## src/rtl/seq_alu.sv

```systemverilog
// Registered WIDTH-bit ALU with valid/ready input handshake and a multi-cycle shift-add multiply.
// Define SEQ_ALU_OVF_FLAGS_EN to add the registered Ovf/Neg outputs.
module seq_alu #(
    parameter int unsigned WIDTH = 8
) (
    input  logic             clk,
    input  logic             rst,
    input  logic             in_valid,
    output logic             in_ready,
    input  logic [WIDTH-1:0] A,
    input  logic [WIDTH-1:0] B,
    input  logic [2:0]       OpCode,
    input  logic             LogicMode,
    output logic             out_valid,
    output logic [WIDTH-1:0] Result,
    output logic             C_out,
`ifdef SEQ_ALU_OVF_FLAGS_EN
    output logic             Zero,
    output logic             Ovf,
    output logic             Neg
`else
    output logic             Zero
`endif
);

    typedef enum logic [0:0] {StIdle, StMul} state_e;

    localparam int unsigned CntW = (WIDTH > 2) ? $clog2(WIDTH) : 1;
    localparam logic [CntW-1:0] LastStep = CntW'(WIDTH - 1);

    state_e               state_q, state_d;
    logic [CntW-1:0]      cnt_q, cnt_d;
    logic [2*WIDTH-1:0]   mcand_q, mcand_d;
    logic [WIDTH-1:0]     mplier_q, mplier_d;
    logic [2*WIDTH-1:0]   acc_q, acc_d;
    logic [2*WIDTH-1:0]   mul_acc;
    logic [WIDTH-1:0]     result_q, result_d;
    logic                 c_q, c_d;
    logic                 zero_q, zero_d;
    logic                 out_valid_q, out_valid_d;

    logic                 accept;
    logic                 is_mul;
    logic [WIDTH-1:0]     logic_res;
    logic [WIDTH-1:0]     add_x, add_y, add_y_eff;
    logic                 add_sub;
    logic [WIDTH:0]       sum;

    assign in_ready = (state_q == StIdle);
    assign accept   = in_valid & in_ready;
    assign is_mul   = LogicMode & (OpCode == 3'b100);

    always_comb begin
        logic_res = '0;
        unique case (OpCode)
            3'b000: logic_res = A & B;
            3'b001: logic_res = A | B;
            3'b010: logic_res = ~(A & B);
            3'b011: logic_res = ~(A | B);
            3'b100: logic_res = A ^ B;
            3'b101: logic_res = ~(A ^ B);
            3'b110: logic_res = ~A;
            3'b111: logic_res = ~B;
            default: logic_res = '0;
        endcase
    end

    // Every arithmetic op maps onto x + y or x - y; subtract is x + ~y + 1 so the carry
    // out doubles as the no-borrow flag.
    always_comb begin
        add_x   = '0;
        add_y   = '0;
        add_sub = 1'b0;
        unique case (OpCode)
            3'b000: begin add_y = A; add_sub = 1'b1; end
            3'b001: begin add_y = B; add_sub = 1'b1; end
            3'b010: begin add_x = A; add_y = B; end
            3'b011: begin add_x = A; add_y = B; add_sub = 1'b1; end
            3'b101: begin add_x = B; add_y = A; add_sub = 1'b1; end
            3'b110: begin add_x = A; add_y = WIDTH'(1); end
            3'b111: begin add_x = A; add_y = WIDTH'(1); add_sub = 1'b1; end
            default: ;
        endcase
    end

    assign add_y_eff = add_sub ? ~add_y : add_y;
    assign sum       = {1'b0, add_x} + {1'b0, add_y_eff} + {{WIDTH{1'b0}}, add_sub};
    assign mul_acc   = acc_q + (mplier_q[0] ? mcand_q : '0);

    always_comb begin
        state_d     = state_q;
        cnt_d       = cnt_q;
        mcand_d     = mcand_q;
        mplier_d    = mplier_q;
        acc_d       = acc_q;
        result_d    = result_q;
        c_d         = c_q;
        out_valid_d = 1'b0;
        unique case (state_q)
            StIdle: begin
                if (accept) begin
                    if (is_mul) begin
                        state_d  = StMul;
                        cnt_d    = '0;
                        mcand_d  = {{WIDTH{1'b0}}, A};
                        mplier_d = B;
                        acc_d    = '0;
                    end else begin
                        result_d    = LogicMode ? sum[WIDTH-1:0] : logic_res;
                        c_d         = LogicMode & sum[WIDTH];
                        out_valid_d = 1'b1;
                    end
                end
            end
            StMul: begin
                acc_d    = mul_acc;
                mcand_d  = mcand_q << 1;
                mplier_d = mplier_q >> 1;
                cnt_d    = cnt_q + 1'b1;
                if (cnt_q == LastStep) begin
                    state_d     = StIdle;
                    result_d    = mul_acc[WIDTH-1:0];
                    c_d         = |mul_acc[2*WIDTH-1:WIDTH];
                    out_valid_d = 1'b1;
                end
            end
            default: state_d = StIdle;
        endcase
        zero_d = out_valid_d ? (result_d == '0) : zero_q;
    end

    always_ff @(posedge clk or posedge rst) begin
        if (rst) begin
            state_q     <= StIdle;
            cnt_q       <= '0;
            mcand_q     <= '0;
            mplier_q    <= '0;
            acc_q       <= '0;
            result_q    <= '0;
            c_q         <= 1'b0;
            zero_q      <= 1'b1;
            out_valid_q <= 1'b0;
        end else begin
            state_q     <= state_d;
            cnt_q       <= cnt_d;
            mcand_q     <= mcand_d;
            mplier_q    <= mplier_d;
            acc_q       <= acc_d;
            result_q    <= result_d;
            c_q         <= c_d;
            zero_q      <= zero_d;
            out_valid_q <= out_valid_d;
        end
    end

    assign out_valid = out_valid_q;
    assign Result    = result_q;
    assign C_out     = c_q;
    assign Zero      = zero_q;

`ifdef SEQ_ALU_OVF_FLAGS_EN
    logic add_ovf;
    logic ovf_q;

    assign add_ovf = (add_x[WIDTH-1] == add_y_eff[WIDTH-1]) &&
                     (sum[WIDTH-1] != add_x[WIDTH-1]);

    // Only single-cycle arithmetic completions can overflow; multiply completes from StMul.
    always_ff @(posedge clk or posedge rst) begin
        if (rst) begin
            ovf_q <= 1'b0;
        end else if (out_valid_d) begin
            ovf_q <= (state_q == StIdle) & LogicMode & add_ovf;
        end
    end

    assign Ovf = ovf_q;
    assign Neg = result_q[WIDTH-1];
`endif

endmodule

```

## config.mk

```make
export PLATFORM = sky130hd
export DESIGN_NAME = seq_alu
export DESIGN_NICKNAME = d
export VERILOG_FILES = /design/src/rtl/seq_alu.sv
export SDC_FILE = /design/constraint.sdc
export NUM_CORES = 1
export LEC_CHECK = 0
export ABC_AREA = 1
export CAP_MARGIN = 20
export CORE_ASPECT_RATIO = 0.5
export CORE_MARGIN = 2
export CORE_UTILIZATION = 50
export CTS_CLUSTER_DIAMETER = 40
export DETAILED_ROUTE_END_ITERATION = 8
export GPL_TIMING_DRIVEN = 0
export PLACE_DENSITY_LB_ADDON = 0.12
export SYNTH_ARGS = -nofsm -noshare
export SYNTH_HDL_FRONTEND = slang
export SYNTH_SLANG_ARGS = --single-unit
```

## constraint.sdc

```tcl
create_clock -name clk -period 2.5 [get_ports clk]
set_input_delay 0.5 -clock clk [delete_from_list [all_inputs] [get_ports clk]]
set_output_delay 0.5 -clock clk [all_outputs]
set_load 0.02 [all_outputs]
```

* Word-level counts from Yosys, hierarchy flattened
Cells that the tools add are included.
** Operators by class
- Add/sub/neg operators :: 4
- Bitwise operators :: 13
- Mux-type cells :: 35
- Reductions and logical operators :: 10
- Equality and inequality tests :: 12
** Operators with widths (count)
- $mux W16 :: 5
- $pmux W16 S2 :: 2
- $pmux W8 S8 :: 1
- $mux W8 :: 7
- $not A8 Y8 :: 6
- $pmux W8 S2 :: 3
- $pmux W8 S3 :: 1
- $add A16 B16 Y16 :: 1
- $eq A3 B3 Y1 const B :: 5
- $mux W1 :: 10
- $add A8 B8 Y9 :: 1
- $add A9 B1 Y9 :: 1
- $and A8 B8 Y8 :: 1
- $logic_not A8 Y1 :: 1
- $or A8 B8 Y8 :: 1
- $reduce_or A8 Y1 :: 1
- $xor A8 B8 Y8 :: 1
- $eq A3 B2 Y1 const B :: 2
- $mux W3 :: 2
- $ne A2 B1 Y1 const B :: 3
- $pmux W1 S2 :: 3
- $pmux W3 S2 :: 1
- $reduce_or A5 Y1 :: 1
- $reduce_or A2 Y1 :: 2
- 10 further kinds :: 12
** Word-level totals
- Input bits :: 23
- Output and inout bits :: 12
- Logic and storage cells :: 83
- Bits in registers :: 55

* Logic depth before layout (Yosys ltp)
Gate-level depths: netlist (run 1).
- Word-level depth :: 12
- Depth in mapped cells :: 24
- Depth with buffers taken out :: 23

* Worst setup path after synthesis (run 1)
No wires, ideal clock.
- Kind :: input port to flip-flop
- Start point :: input OpCode[2]
- End point :: register zero_q (netlist: Zero)
- Buffers on the path :: 1
- Data required time :: 2.430 ns
- Setup slack :: -0.305 ns
- Arrival :: 2.735 ns
- Library setup time :: 0.070 ns
- Stages :: 17
- Path through :: buf_4 -> nor2_1 -> nor2_1 -> clkinv_1 -> xor2_1 -> ha_1 -> a21oi_1 -> nor2_1 -> a211oi_1 -> nand2_1 -> nand2_1 -> nand3_1 -> nand3_1 -> nand2_1 -> nand2_1 -> nand2_1 -> o21bai_2
** Between the ends
- Word-level cells in the longest chain between the ends :: 12
- Elaborated cells between the ends (all ways) :: 30
- Those cells by class :: add/sub (2); eq/ne (7); mux (12); bitwise (2); reduce/logical (7)
** Ends and longest elaborated chain
- from (decl) :: line 12 : input logic [2:0] OpCode,
- $eq A3 B2 Y1, or another cell as far along :: line 55, 74
- $reduce_or A3 Y1 (no source line) or $reduce_or A2 Y1 (tied branches)
- $pmux W8 S3 :: line 74 : unique case (OpCode)
- $not A8 Y8 :: line 86 : assign add_y_eff = add_sub ? ~add_y : add_y;
- $mux W8 :: line 86
- $add A8 B8 Y9 :: line 87 : assign sum = {1'b0, add_x} + {1'b0, add_y_eff} + {{WIDTH{1'b0}}, add_sub};
- $add A9 B1 Y9 :: line 87
- $mux W8 :: line 109 : result_d = LogicMode ? sum[WIDTH-1:0] : logic_res;
- $mux W8 (*) :: line 102 : if (is_mul) begin
- $mux W8 (*) :: line 101 : if (accept) begin
- $pmux W8 S2 (*) :: line 99 : unique case (state_q)
- named net result_d[7] :: line 37 : logic [WIDTH-1:0] result_q, result_d;
- $logic_not A8 Y1 (*) :: line 129 : zero_d = out_valid_d ? (result_d == '0) : zero_q;
- to (signal assigned) :: line 151 : zero_q <= zero_d;
- to (decl) :: line 39 : logic zero_q, zero_d;
The timed path passes the listed nets; every way through them passes the cells marked *.
A chain may end at the register's enable or synchronous reset.

* Worst setup path after layout (run 1)
- Start point :: input OpCode[1]
- End point :: register zero_q (netlist: Zero)
** Between the ends
- Word-level cells in the longest chain between the ends :: 12
- Elaborated cells between the ends (all ways) :: 30
- Those cells by class :: add/sub (2); eq/ne (7); mux (12); bitwise (2); reduce/logical (7)
** Ends and longest elaborated chain (line)
- $eq A3 B2 Y1, or another cell as far along :: 55, 74
- $reduce_or A3 Y1 (no source line) or $reduce_or A2 Y1 (tied branches)
- $pmux W8 S3 :: 74
- $not A8 Y8 :: 86
- $mux W8 :: 86
- $add A8 B8 Y9 :: 87
- $add A9 B1 Y9 :: 87
- $mux W8 :: 109
- $mux W8 :: 102
- $mux W8 :: 101
- $pmux W8 S2 :: 99
- $logic_not A8 Y1 :: 129
Parallel ways exist; a longest one is shown, timed or not.

==> results.json, run 1 <==
{
  "vias": 4824,
  "crit_start": "OpCode[1]",
  "dp.final_hpwl_um": 9890,
  "grt_pass1_vias": 4595,
  "grt.overflow.total": 0,
  "track_usage": 0.272,
  "total_power_mw": 4.38,
  "max_slew_margin": 0.609,
  "utilization": 0.666,
  "diodes": 0,
  "leakage_nw": 3.05,
  "wl_per_cell_um": 16.2,
  "ctsHtreeMaxLevel": 2,
  "setup_ws_ns": -0.0859,
  "drt_iter0_markers": 339,
  "cts.sinks": 55,
  "cts_tree": "yes",
  "drc": 0,
  "fp.dieH_um": 72.3,
  "cts_root_buf": "clkbuf_16",
  "synth_area_um2": 4670,
  "layout-drive-gt1-share": 0.200,
  "dp.cells": 821,
  "ir_worst_vdd_uv": 389,
  "antenna_left": 0,
  "syn_avg_cell_area_um2": 6.96,
  "min_period_ns": 2.59,
  "synthCells": 671,
  "grt_max_degree": 42,
  "grt_pass1_wl_um": 22200,
  "rsz0062_at_grt": "true",
  "ys_seq_elements": 55,
  "fin_crit_sh": 1.03,
  "criticalPathCategory": "primary input to register",
  "core_um2": 8890,
  "clock_skew_ns": 0.00630,
  "yosysUniqueCellTypes": 37,
  "cts_buffer_depth": 2,
  "io_pins": 35,
  "antenna_found_initial": 0,
  "yosysWarnings": 0,
  "power.density_nw_per_um2": 741,
  "status": "complete, but fails checks",
  "finalWirelength_um": 13900,
  "ys.flop_type": "dfrtp_1",
  "viasPerCell": 5.62,
  "cts_made_buffers": 5,
  "fin_cells": 858,
  "violations": "setup timing",
  "postCtsHoldBufs": 0,
  "firstDrtPassIters": 5,
  "synthArstFlopShare": 1.00,
  "hp-class": "primary input to asynchronous set/reset pin",
  "rows": 24,
  "worstPathMaxFanout": 7,
  "io_buffers": 32,
  "worst_setup_hold_path_clk_slew_ns": 0.07,
  "initial_core_util": 0.525,
  "crit_arrival_ns": 2.81,
  "nets": 805,
  "synth_edf_count": 0,
  "cp.required_ns": 2.73,
  "setup_violations": 2,
  "die_area_um2": 10200,
  "ys_seq_area_frac": 0.295,
  "maxClockFrequency_ghz": 0.387,
  "rr_startpoint": "mplier_q[0]",
  "maxCapViolCount": 0,
  "slew_viol_final": 0,
  "worstMarginPinSlew_ns": 0.587,
  "place.gp.congestion": 0.940,
  "cp-start-kind": "primary input",
  "clock_latency_ns": 0.29,
  "cp-end-kind": "register",
  "hold_viol": 0,
  "ff2ff_setup_slack_ns": 0.01,
  "syn_nets": 736,
  "syn_to_final_growth_pct": 26.7,
  "die_w_um": 141
}
==> repair_timing <==
| action | 4_1_cts | 5_1_grt |
|---|---|---|
| gates resized for setup | 58 | 57 |
| setup buffers | 19 | 13 |
| pin swaps | 12 | 28 |
| endpoints found under the setup margin | 13 | 6 |
==> per-stage QoR <==
| step | area, um2 | setup slack [ns] | TNS (ns) | hold WS (ns) |
|---|---|---|---|---|
| final | 5920 | -0.0859 | -0.145 | 0.478 |
| after global routing | 5920 | -0.229 | -0.481 | 0.497 |
| after CTS | 5590 | -0.0667 | -0.0667 | 0.488 |
| after detailed placement | 5220 | -1.02 | -7.50 | 0.470 |
| after global placement | 5200 | -1.00 | -27.71 | 0.470 |
| after floorplan | 4730 | -0.107 | -0.122 | 0.453 |
==> synthesized netlist by cell type (5+ instances only) <==
| master | number | area (um2) |
|---|---|---|
| nand3b_1 | 6 | 45.0 |
| inv_1 | 103 | 387 |
| clkbuf_1 | 13 | 48.8 |
| o211ai_1 | 10 | 75.1 |
| o221ai_1 | 9 | 78.8 |
| dfrtp_1 | 54 | 1350 |
| nand2_2 | 6 | 37.5 |
| a22o_1 | 7 | 61.3 |
| nand3_1 | 34 | 170 |
| nand2_1 | 164 | 616 |
| o22ai_1 | 26 | 163 |
| a21oi_1 | 32 | 160 |
| ha_1 | 40 | 500 |
| nand4_1 | 7 | 43.8 |
| xor2_1 | 15 | 131 |
| o21ai_0 | 47 | 235 |
| nand3_2 | 5 | 50.1 |
| inv_2 | 6 | 22.5 |
| nor2_1 | 55 | 206 |
==> logic make-up (layout without fill, tap and decap cells) <==
| kind of cell | after synthesis | after routing | synth area share |
|---|---|---|---|
| AOI/OAI and AO/OA | 143 | 143 | 0.184 |
| xor gates and xnor gates | 18 | 18 | 0.0338 |
| adders and majority gates | 42 | 42 | 0.116 |
| buffers and inverters | 131 | 201 | 0.112 |
| DFF | 55 | 55 | 0.295 |
| and+or+nand+nor | 282 | 282 | 0.260 |
==> state kept, by name (all words and copies together), names as in the netlist <==
name	flops
out_valid	1
mplier_q	8
acc_q	16
Result	8
Zero	1
C_out	1
state_q	1
mcand_q	16
cnt_q	3
==> layout make-up <==
type / count / area (um2)
Clock inverter: 3 / 18.8
Tap cell: 117 / 146
Inverter: 110 / 430
Buffer: 18 / 126
Fill cell: 778 / 2970
Multi-Input combinational cell: 485 / 3110
Timing Repair Buffer: 65 / 586
Sequential cell: 55 / 1380
Clock buffer: 5 / 125
==> report_power, final <==
part	leakage, nW	switching [mW]	internal, mW
Clock	0.0740	0.339	0.373
Sequential	0.722	0.206	1.20
Combinational	2.26	1.38	0.883
==> final timing paths <==
check                              to  depth (start not counted)
max in group asynchronous        Zero                          3
setup reg to reg                C_out                         18
hold / removal             mcand_q[0]                          2
min in group clk                C_out                          2
setup / recovery                 Zero                         21
hold reg to reg                 C_out                          2
==> cell usage in the layout, fill, tap and decap left out, types with 14 or more instances in the layout <==
cell	netlist	layout
nand2_2	6	14
inv_2	6	19
nand2_1	164	152
o21ai_0	47	45
xor2_1	15	14
dfrtp_1	54	53
a21oi_1	32	20
nor2_1	55	47
o22ai_1	26	21
ha_1	40	32
buf_4	3	31
clkdlybuf4s50_1	0	20
nand3_1	34	30
inv_1	103	86
==> worst max-delay path, cell delays in order <==
cell and delay (ns):
buf_12 0.11, nor2_4 0.18, buf_6 0.15, inv_8 0.04, nand2_8 0.08, o22ai_4 0.09
nor2_2 0.10, a21oi_2 0.06, fa_2 0.35, inv_2 0.08, buf_4 0.11, a21oi_1 0.05
o21ai_0 0.09, nand2_1 0.10, nand2_1 0.13, nand3_1 0.11, nor2_1 0.10, nand2_1 0.06
nor2_1 0.08, nand3_1 0.11, o21bai_2 0.13
==> routing by layer <==
layer  vias up  GRT usage  share of wire
li1       2347          -              -
met1      2289      0.372           0.45
met2       159      0.469           0.47
met3        29     0.0310          0.053
met4         0     0.0689          0.021
met5         -          0              0
Note: power is estimated with default switching activity, not from simulation.
==> run 2, diff against run 1 <==
Settings changed: ABC_AREA 1 to unset.
==> run 2 against run 1 <==
  * The flow still finishes with violations (setup timing)
  * Worst hold slack gained 0.0043 ns
  * Fmax shrank 7.6%
  * Sequential cell count is the same
  * Clock power shrank 0.7%
==> results.json, run 2 <==
{
  "status": "complete, but fails checks",
  "violations": "setup timing",
  "maxCapViolCount": 0,
  "drt_iter0_markers": 370,
  "hold_viol": 0,
  "syn_nets": 685,
  "rr_startpoint": "mplier_q[0]",
  "setup_violations": 6,
  "yosys.cell_count.top_type": "nand2_1",
  "holdWs_ns": 0.482,
  "synth_edf_count": 0,
  "cts.sinks": 55,
  "worstPathMaxFanout": 5,
  "wl_per_cell_um": 19.3,
  "firstDrtPassIters": 5,
  "cts_tree": "yes",
  "ctsHtreeMaxLevel": 2,
  "holdPathStages": 2,
  "reg.largest.list": "acc_q (16), mcand_q (16)",
  "leakage_nw": 2.86,
  "io_pins": 35,
  "viasPerCell": 6.19,
  "clock_skew_ns": 0.00563,
  "setup_ws_ns": -0.297,
  "power.density_nw_per_um2": 764,
  "die_area_um2": 10700,
  "cp.required_ns": 2.72,
  "initial_core_util": 0.519,
  "worstReg2RegEnd": "C_out",
  "min_period_ns": 2.80,
  "cts_made_buffers": 5,
  "place_ws_ns": -1.58,
  "nets": 762,
  "drc": 0,
  "synthCells": 620,
  "cp-end-kind": "register",
  "yosysWarnings": 0,
  "cts_root_buf": "clkbuf_16",
  "synthArstFlopShare": 1.00,
  "path_cells": "buf_8 -> buf_6 -> buf_12 -> nor2b_4 -> nor4_4 -> nor2_2 -> fa_2 -> nand2b_4 -> a211oi_4 -> o22ai_2 -> xnor2_1 -> a311oi_1 -> a31oi_1 -> nand3b_1 -> o31ai_2",
  "crit_arrival_ns": 3.02,
  "worst_setup_hold_path_clk_slew_ns": 0.07,
  "cpPeakStageDelay_ns": 0.36,
  "maxClockFrequency_ghz": 0.358,
  "grt_pass1_wl_um": 24500,
  "max_slew_margin": 0.555,
  "yosys-top-cells-area": "dfrtp_1 (27%), ha_1 (10%), nand2_1 (7.3%), o21ai_0 (6.4%), a21oi_1 (5.4%)",
  "grt_max_degree": 32,
  "dp.final_hpwl_um": 11200,
  "postCtsHoldBufs": 0,
  "min_from": "acc_q[13]",
  "slew_viol_final": 0,
  "syn_avg_cell_area_um2": 7.96,
  "yosysUniqueCellTypes": 76,
  "cp-start-kind": "primary input",
  "seq_area_um2": 1380,
  "synth_area_um2": 4930,
  "fillers": 830,
  "syn_to_final_growth_pct": 32.2,
  "multiInputGateArea_um2": 3700,
  "finalWirelength_um": 16100,
  "whs_endpoint": "acc_q[13]",
  "place.gp.congestion": 0.938,
  "antenna_found_initial": 0,
  "grt.overflow.total": 0,
  "grt_pass1_vias": 4649,
  "rr_worst_depth": 12,
  "rsz0062_at_grt": "true",
  "track_usage": 0.300,
  "layout_commonest_cell": "nand2_1",
  "fin_crit_sh": 1.12,
  "rows": 25,
  "die_w_um": 144,
  "fp.dieH_um": 74.3,
  "ys.flop_type": "dfrtp_1",
  "cts_buffer_depth": 2,
  "layout-drive-gt1-share": 0.251,
  "ys_seq_area_frac": 0.279,
  "final_cell_mix": "nand2_1 (92), dfrtp_1 (53), o21ai_0 (52), a21oi_1 (45), nor2_1 (43)",
  "synth_top_area_cell": "dfrtp_1",
  "ir_worst_vdd_uv": 352,
  "criticalPathCategory": "primary input to register",
  "diodes": 0,
  "ff2ff_setup_slack_ns": -0.25,
  "ys_top_cells_by_count": "nand2_1 (96), o21ai_0 (63), dfrtp_1 (54), a21oi_1 (53), nor2_1 (46)",
  "antenna_left": 0,
  "io_buffers": 32,
  "yosysTopAreaCellShare": 0.274,
  "critPathSlowestCell": "fa_2",
  "ys_seq_elements": 55,
  "core_um2": 9510,
  "vias": 5158,
  "worstMarginPinSlew_ns": 0.659,
  "hp-class": "register to register",
  "clock_latency_ns": 0.30
}
## run 2: cell count changes in the layout (fill, tap and decap cells not counted), sizes merged, moves of 12 or more
cell	before	now
inv	109	32
nand2	171	96
nand3	40	9
a21oi	32	56
and2	0	18
clkbuf	14	31
o21ai	50	65
o22ai	26	12
a221oi	0	13
xnor2	3	15
## run 2: layer usage
layer | GRT usage | part of all wire
met1 | 0.417 | 0.44
met2 | 0.482 | 0.45
met3 | 0.0502 | 0.079
met4 | 0.106 | 0.031
met5 | 0 | 0
## run 2: logic make-up after synthesis
kind of cell / Yosys count / share of synthesized area
AOI/OAI and AO/OA: 210 / 0.283
xor gates and xnor gates: 20 / 0.0355
adders and majority gates: 42 / 0.110
buffers and inverters: 71 / 0.0697
DFF: 55 / 0.279
muxes: 11 / 0.0256
and+or+nand+nor: 211 / 0.197
## run 2: layout make-up
class,count,area share
multi-input cells,494,0.567
flip-flops and latches,55,0.211
repair buffers,74,0.106
plain buffers,33,0.0478
well taps,135,0.0259
inverters,34,0.0203
clock buffers,6,0.0198
clock inverters,2,0.00192
## run 2: worst max-delay path, delay by kind of cell
family / cells / cell delay [ns]
AO/OA/AOI/OAI: 5 / 0.89
XOR/XNOR: 1 / 0.15
adder cells (fa/ha/maj): 1 / 0.36
buffers and inverters: 3 / 0.35
AND/OR/NAND/NOR: 5 / 0.79
## run 2: through the flow
stage	total power, mW	std cells	setup TNS [ns]	utilization	cell area, um2
after floorplan	3.04	620	-1.90	-	5000
after global placement	3.76	787	-34.62	0.577	5490
after detailed placement	3.81	788	-13.23	0.579	5510
after CTS	4.75	824	-1.39	0.653	6210
after global routing	5.30	833	-1.74	0.686	6520
final	4.98	833	-0.923	0.686	6520
## run 2: how the worst max path moves through the flow
| stage | endpoint | start | cells after the start |
|---|---|---|---|
| after global placement | Zero | OpCode[0] | 16 |
| after CTS | Zero | OpCode[1] | 16 |
| after floorplan | Zero | OpCode[1] | 15 |
| after detailed placement | Zero | OpCode[0] | 15 |
| after global routing | Zero | OpCode[2] | 15 |
| final | Zero | OpCode[2] | 15 |
## run 2: repair_timing
action,4_1_cts,5_1_grt
setup buffers,28,13
pin swaps,24,48
gates resized for setup,92,78
gates cloned,1,0
endpoints found under the setup margin,16,12
## run 2: report_power, final
part	switching, mW	leakage [nW]	total (mW)	internal (mW)
Sequential	0.307	0.721	1.54	1.23
Clock	0.335	0.0669	0.706	0.371
Combinational	1.54	2.07	2.74	1.20
Total	2.18	2.86	4.98	2.80
==> run 3, diff against run 2 <==
Settings changed: CAP_MARGIN 20 to unset, REMOVE_ABC_BUFFERS set to 1, TNS_END_PERCENT set to 5.
==> run 3 against run 2 <==
  * The run still ends with setup timing left
  * Utilization down 3.6 points
  * Via count down 7.4%
  * Worst hold slack better by 0.0059 ns
  * Sequential share of layout area up 1.2 points
  * Die area unchanged
  * Sequential power up 5%
  * Total power down 2.8%
  * Highest routed layer unchanged
  * Routed wire length down 13%
  * First-iteration DRC count up 3.5%
  * Final area down 5.2%
  * Largest cell class unchanged
  * Fmax up 3.3%
==> results.json, run 3 (synthesis gave the netlist of run 2 again) <==
{
  "holdWs_ns": 0.488,
  "min_from": "acc_q[13]",
  "cts.sinks": 55,
  "criticalPathCategory": "primary input to register",
  "whs_endpoint": "acc_q[13]",
  "crit_arrival_ns": 2.93,
  "critPathSlowestCell": "fa_2",
  "grt_max_degree": 52,
  "rr_worst_depth": 12,
  "syn_to_final_growth_pct": 25.2,
  "ctsHtreeMaxLevel": 2,
  "drt_iter0_markers": 383,
  "holdPathStages": 2,
  "rows": 25,
  "status": "complete, but fails checks",
  "cts_buffer_depth": 2,
  "placed_area_um2": 5270,
  "fin_area_um2": 6180,
  "antenna_found_initial": 0,
  "leakage_nw": 2.69,
  "clock_latency_ns": 0.30,
  "die_area_um2": 10700,
  "grt_pass1_wl_um": 22400,
  "place.gp.congestion": 0.840,
  "clock_skew_ns": 0.0100,
  "worstReg2RegEnd": "C_out",
  "utilization": 0.650,
  "ff2ff_setup_slack_ns": -0.18,
  "cts_root_buf": "clkbuf_16",
  "cts_tree": "yes",
  "setup_ws_ns": -0.207,
  "cpPeakStageDelay_ns": 0.37,
  "ir_worst_vdd_uv": 340,
  "worst_setup_hold_path_clk_slew_ns": 0.07,
  "dp.cells": 754,
  "place_ws_ns": -2.29,
  "cp.required_ns": 2.72,
  "total_power_mw": 4.84,
  "die_w_um": 144,
  "initial_core_util": 0.519,
  "rsz0062_at_grt": "true",
  "fin_crit_sh": 1.08,
  "min_period_ns": 2.71,
  "fin_cells": 800,
  "fillers": 842,
  "layout-drive-gt1-share": 0.208,
  "maxCapViolCount": 0,
  "grt.overflow.total": 0,
  "worstPathMaxFanout": 12,
  "io_pins": 35,
  "worstMarginPinSlew_ns": 0.956,
  "grt_pass1_vias": 4298,
  "diodes": 0,
  "nets": 729,
  "finalWirelength_um": 14000,
  "wl_per_cell_um": 17.6,
  "tns_ns": -1.14,
  "drc": 0,
  "max_slew_margin": 0.360,
  "rr_startpoint": "mplier_q[0]",
  "track_usage": 0.268,
  "violations": "setup timing",
  "cp-end-kind": "register",
  "maxClockFrequency_ghz": 0.369,
  "core_um2": 9510,
  "slew_viol_final": 0,
  "power.density_nw_per_um2": 784,
  "path_cells": "buf_12 -> bufbuf_16 -> nor4_4 -> nor2_2 -> fa_2 -> nand2b_4 -> a211oi_4 -> o22ai_2 -> xnor2_1 -> a311oi_1 -> a31oi_1 -> nand3b_1 -> o31ai_2",
  "hp-class": "register to register",
  "fp.dieH_um": 74.3,
  "layout_commonest_cell": "nand2_1",
  "viasPerCell": 5.97,
  "firstDrtPassIters": 4,
  "reg.largest.list": "acc_q (16), mcand_q (16)",
  "final_cell_mix": "nand2_1 (94), o21ai_0 (56), dfrtp_1 (52), a21oi_1 (47), nor2_1 (44)",
  "setup_violations": 10,
  "antenna_left": 0,
  "hold_viol": 0,
  "dp.final_hpwl_um": 8910,
  "io_buffers": 34,
  "cts_made_buffers": 5,
  "cp-start-kind": "primary input",
  "vias": 4775
}
==> run 3: cell count changes in the layout (fill, tap and decap cells not counted), moves of 5 or more <==
cell,change
clkbuf_1,-14
dlygate4sd2_1,+8
dlymetal6s2s_1,-7
clkbuf_8,-6
buf_6,-5
buf_8,-5
==> run 3: worst max-delay path: cells and delay by family <==
family	cells	cell delay, ns
compound gates	5	0.84
fa+ha+maj	1	0.37
buf+inv	2	0.37
xor+xnor	1	0.15
simple gates	4	0.68
==> run 3: where the power goes <==
group | internal [mW] | switching, mW | leakage [nW]
clock network | 0.474 | 0.329 | 0.0771
logic | 1.12 | 1.30 | 1.90
registers | 1.23 | 0.389 | 0.720
==> run 3: final cells by class <==
type / instances / area, um2 / share of cell area
sequential: 55 / 1380 / 0.224
multi-input combinational: 494 / 3540 / 0.572
tap: 135 / 169 / 0.0273
inverter: 34 / 133 / 0.0215
clock inverter: 2 / 37.5 / 0.00607
timing repair buffer: 74 / 793 / 0.128
clock buffer: 6 / 129 / 0.0209
==> run 3: worst max path at each step <==
stage	start	endpoint	slack, ns	depth (start not counted)
5_1_grt	OpCode[1]	Zero	-0.35	13
2_1_floorplan	state_q	Zero	-0.68	5
3_3_place_gp	OpCode[1]	Zero	-3.17	16
6_report	OpCode[1]	Zero	-0.21	13
4_1_cts	OpCode[1]	Zero	-0.22	17
3_5_place_dp	OpCode[2]	Zero	-2.29	15
==> run 3: what timing repair did <==
action / in CTS / in global routing
gates resized for setup: 109 / 17
buffers inserted: 34 / 1
setup endpoints to repair: 56 / 19
hold buffers: 0 / 0
gates cloned: 3 / 0
pin swaps: 34 / 15
==> run 3: routing by layer <==
layer,wire (um),share of wire,global-route usage
met5,0,0,0
met4,181,0.013,0.0626
met3,685,0.049,0.0322
met2,6340,0.45,0.424
met1,6830,0.49,0.397
